**src/rtl/pal_se_pkg.sv**
```systemverilog
// rtl/pal_se_pkg.sv - shared FSM states and counter sizing for pal_se_nbits (PAL_SE_PARITY_EN adds PAR)
package pal_se_pkg;

`ifdef PAL_SE_PARITY_EN
    typedef enum logic [1:0] {
        IDLE  = 2'd0,
        SHIFT = 2'd1,
        PAR   = 2'd2
    } state_t;
`else
    typedef enum logic [1:0] {
        IDLE  = 2'd0,
        SHIFT = 2'd1
    } state_t;
`endif

    function automatic int cnt_width(input int w);
        return $clog2(w + 1);
    endfunction

endpackage

```
**src/rtl/pal_se_nbits.sv**
```systemverilog
// rtl/pal_se_nbits.sv - parallel-to-serial frame shifter; PAL_SE_PARITY_EN appends an even-parity bit
module pal_se_nbits
    import pal_se_pkg::*;
#(
    parameter int WIDTH     = 8,
    parameter int MSB_FIRST = 1
) (
    input  logic             clk,
    input  logic             reset,
    input  logic             load,
    input  logic [WIDTH-1:0] in,
    input  logic             shift_en,
    output logic             out,
    output logic             out_valid,
    output logic             busy,
    output logic             done
);

    localparam int CW = cnt_width(WIDTH);

    state_t           state;
    logic [WIDTH-1:0] sh;
    logic [CW-1:0]    cnt;
`ifdef PAL_SE_PARITY_EN
    logic             par;
`endif

    function automatic logic head(input logic [WIDTH-1:0] w);
        return (MSB_FIRST != 0) ? w[WIDTH-1] : w[0];
    endfunction

    function automatic logic [WIDTH-1:0] advance(input logic [WIDTH-1:0] w);
        return (MSB_FIRST != 0) ? (w << 1) : (w >> 1);
    endfunction

    // cnt holds the number of data bits still to show, including the one on out
    always_ff @(posedge clk) begin
        if (reset) begin
            state     <= IDLE;
            out       <= 1'b0;
            out_valid <= 1'b0;
            busy      <= 1'b0;
            done      <= 1'b0;
            cnt       <= '0;
            sh        <= '0;
`ifdef PAL_SE_PARITY_EN
            par       <= 1'b0;
`endif
        end else if (load) begin
            state     <= SHIFT;
            out       <= head(in);
            sh        <= advance(in);
            cnt       <= CW'(WIDTH);
            out_valid <= 1'b1;
            busy      <= 1'b1;
            done      <= 1'b0;
`ifdef PAL_SE_PARITY_EN
            par       <= ^in;
`endif
        end else begin
            case (state)
                SHIFT: begin
                    if (shift_en) begin
                        if (cnt > CW'(1)) begin
                            out <= head(sh);
                            sh  <= advance(sh);
                            cnt <= cnt - CW'(1);
`ifdef PAL_SE_PARITY_EN
                            done <= 1'b0;
`else
                            done <= (cnt == CW'(2));
`endif
                        end else begin
`ifdef PAL_SE_PARITY_EN
                            state <= PAR;
                            out   <= par;
                            done  <= 1'b1;
                            cnt   <= '0;
`else
                            state     <= IDLE;
                            out       <= 1'b0;
                            out_valid <= 1'b0;
                            busy      <= 1'b0;
                            done      <= 1'b0;
                            cnt       <= '0;
                            sh        <= '0;
`endif
                        end
                    end
                end
`ifdef PAL_SE_PARITY_EN
                PAR: begin
                    if (shift_en) begin
                        state     <= IDLE;
                        out       <= 1'b0;
                        out_valid <= 1'b0;
                        busy      <= 1'b0;
                        done      <= 1'b0;
                        sh        <= '0;
                    end
                end
`endif
                default: begin
                    out       <= 1'b0;
                    out_valid <= 1'b0;
                    busy      <= 1'b0;
                    done      <= 1'b0;
                end
            endcase
        end
    end

endmodule

```
**config.mk**
```make
export PLATFORM = sky130hd
export DESIGN_NAME = pal_se_nbits
export DESIGN_NICKNAME = d
export VERILOG_FILES = /design/src/rtl/pal_se_pkg.sv /design/src/rtl/pal_se_nbits.sv
export SDC_FILE = /design/constraint.sdc
export NUM_CORES = 1
export LEC_CHECK = 0
export CAP_MARGIN = 40
export CORE_AREA = 8 8 53 55
export CTS_BUF_LIST = sky130_fd_sc_hd__clkbuf_2
export DETAILED_ROUTE_END_ITERATION = 6
export DIE_AREA = 0 0 61 63
export GPL_TIMING_DRIVEN = 0
export PLACE_DENSITY = 0.75
export SYNTH_ARGS = -nofsm -noshare
export SYNTH_HDL_FRONTEND = slang
export SYNTH_SLANG_ARGS = --single-unit
export TNS_END_PERCENT = 30
```
**constraint.sdc**
```tcl
create_clock -name clk -period 3.9 [get_ports clk]
set_input_delay 1.17 -clock clk [delete_from_list [all_inputs] [get_ports clk]]
set_output_delay 1.17 -clock clk [all_outputs]
set_load 0.02 [all_outputs]
```
==> impl_metrics.tcl <==
set metrics [dict create \
    leakage_uw 0.000407 \
    num_vias 752 \
    stdcell_area_sq_um 1060 \
    area_growth_pct 22.6 \
    fp.dieW_um 61 \
    grt_max_degree 11 \
    diodes 0 \
    clock_path_buffers 2 \
    nets 126 \
    initial_core_util_pct 41.9 \
    hpwlAfterDp_mm 1.38 \
    post_cts_buffers 0 \
    fp-row-count 17 \
    multi_input_area_sq_um 457 \
    antenna_found_initial 0 \
    yosysUniqueCellTypes 30 \
    drt_iter0_drc 15 \
    crit_required_ps 2730 \
    synth_cells 92 \
    grt-ovfl-total 0 \
    end_kind "primary output" \
    finalWorstSetupSlack_ps 1340 \
    finalCritPeriodShare_pct 65.6 \
    synth-seq-area-share_pct 34.7 \
    post-place-ws_ps 1390 \
    timing.fmax_mhz 391 \
    drc 0 \
    synth_area_sq_um 865 \
    dpl-instance-area_sq_um 1040 \
    drive_gt1_share_pct 23.6 \
    slew_viol_final 0 \
    finalClockSkew_ps 5.86 \
    cts_buffers 3 \
    io_pins 16 \
    track_usage_pct 10.7 \
    clk_pin_slew_worst_paths_ps 150 \
    hold_viol 0 \
    relSlewSlack_pct 61.9 \
    tightest_slew_ps 571 \
    syn_avg_cell_area_sq_um 9.40 \
    path_class "flop to primary output" \
    cp.arrival_ps 1390 \
    cts.hold.buffers_added 0 \
    drv_cap 0 \
    yosys_warnings 0 \
    place.gp.congestion 0.780 \
    route.final.wire_length_mm 1.81 \
    first_pass_iters 4 \
    die-area_sq_um 3840 \
    post_drt_wl_per_cell_um 13.1 \
    peakVddDrop_uv 233 \
    hp-class "flop to flop" \
    power.density_nw_per_um2 287 \
    run_status "finished clean" \
    tns_ps 0 \
    ys_ff_latch 15 \
    h-tree-depth 1 \
    core_area_sq_um 2060 \
    grt_first_pass_wirelength_mm 3.22 \
    setup_violations 0 \
    dieHeight_um 63 \
    worst-path-max-fanout 3 \
    cts_resized 0 \
    timing.final.crit_period_ps 2560 \
    worstSkewPairLatency_ps 280 \
    grt_pass1_vias 754 \
    portBuffers 14 \
    vias_per_cell 5.45 \
    cts_tree "done" \
    syn_nets 107 \
    cp-start-kind "flop" \
    rsz0062_at_grt "no" \
    cts-root-buf "clkbuf_2" \
    register_area_sq_um 300 \
    ant_nets 0 \
    fill_cells 208 \
    clock_sinks 15 \
]
-- cell usage after synthesis (all sizes together) --
| master | number | area (sq um) |
|---|---|---|
| and2 | 1 | 6.26 |
| nand2b | 1 | 6.26 |
| ha | 3 | 37.5 |
| nor2 | 2 | 15.0 |
| a311oi | 1 | 8.76 |
| or2 | 2 | 12.5 |
| dfxtp | 15 | 300 |
| o311ai | 1 | 16.3 |
| inv | 11 | 41.3 |
| a41oi | 1 | 8.76 |
| nand3 | 3 | 15.0 |
| a31oi | 1 | 6.26 |
| nand2 | 6 | 22.5 |
| a21oi | 12 | 60.1 |
| clkinv | 1 | 3.75 |
| or3 | 1 | 6.26 |
| o211ai | 8 | 90.1 |
| nor3 | 3 | 15.0 |
| o31ai | 1 | 7.51 |
| buf | 8 | 62.6 |
| a21o | 1 | 7.51 |
| and2b | 1 | 7.51 |
| a221oi | 6 | 90.1 |
| o2111ai | 2 | 17.5 |
-- worst max-delay path: stages (launching register included) --
cell and delay [ps]:
dfxtp_1 400, buf_4 120, clkdlybuf4s50_1 590
-- state kept, by name (all words and copies together), names as in the netlist --
register and count:
out 1, done 1, sh 7, busy 1, cnt 4, state 1
-- through the flow --
step	total power (uW)	utilization [%]	cells	hold WS, ps
2_1_floorplan	210	-	92	447
3_3_place_gp	232	50.4	134	462
3_5_place_dp	234	50.4	134	468
4_1_cts	307	51.4	138	480
5_1_grt	318	51.4	138	494
6_report	304	51.4	138	483
-- layout by cell type, fill, tap and decap left out --
cell / n
clkinv_2: 1
nor2_1: 1
a21o_1: 1
a41oi_1: 1
a21oi_1: 12
nand3_1: 3
ha_1: 3
nand2b_1: 1
a221oi_2: 6
nand2_1: 6
a31oi_1: 1
buf_4: 2
clkinv_1: 1
buf_6: 3
o211ai_2: 6
buf_1: 1
o2111ai_1: 2
o311ai_2: 1
inv_1: 11
nor2_4: 1
and2_1: 1
clkbuf_2: 3
o211ai_1: 2
or2_1: 1
or2_2: 1
nor3_1: 3
clkdlybuf4s50_1: 14
dfxtp_1: 15
and2b_1: 1
o31ai_1: 1
or3_1: 1
a311oi_1: 1
buf_2: 2
-- final cells by class --
cell class / count / share of cell area (%)
inverters: 12 / 4.25
repair buffers: 14 / 13.2
clock inverters: 1 / 0.472
clock buffers: 3 / 1.42
well taps: 28 / 3.31
multi-input cells: 57 / 43.1
plain buffers: 8 / 5.90
flip-flops and latches: 15 / 28.3
-- layer usage --
metal	vias up	part of all wire, %	global-route usage [%]
met5	-	0	0
met4	0	1.6	4.37
met3	4	5.1	3.70
met2	18	49	18.0
met1	359	44	11.6
li1	371	-	-
-- cell families (layout without fill, tap and decap cells) --
| logic type | count (synthesis) | in the layout | share of synthesized area [%] |
|---|---|---|---|
| AOI/OAI and AO/OA | 34 | 34 | 36.2 |
| adders and majority gates | 3 | 3 | 4.34 |
| DFF | 15 | 15 | 34.7 |
| and+or+nand+nor | 20 | 20 | 12.3 |
| buffers and inverters | 20 | 38 | 12.4 |
-- final timing paths --
| path | start | end | slack [ps] | cells past startpoint |
|---|---|---|---|---|
| setup reg to reg | cnt[0] | sh[7] | 2370 | 6 |
| setup / recovery | busy | out_valid | 1340 | 2 |
| hold / removal | sh[1] | sh[2] | 480 | 2 |
| hold reg to reg | sh[1] | sh[2] | 480 | 2 |
-- report_power, final --
part | switching [uW] | internal [uW]
clock network | 50.4 | 23.2
logic | 33.0 | 30.2
registers | 5.34 | 161
total | 88.8 | 215
Note: power is estimated with default switching activity, not from simulation.
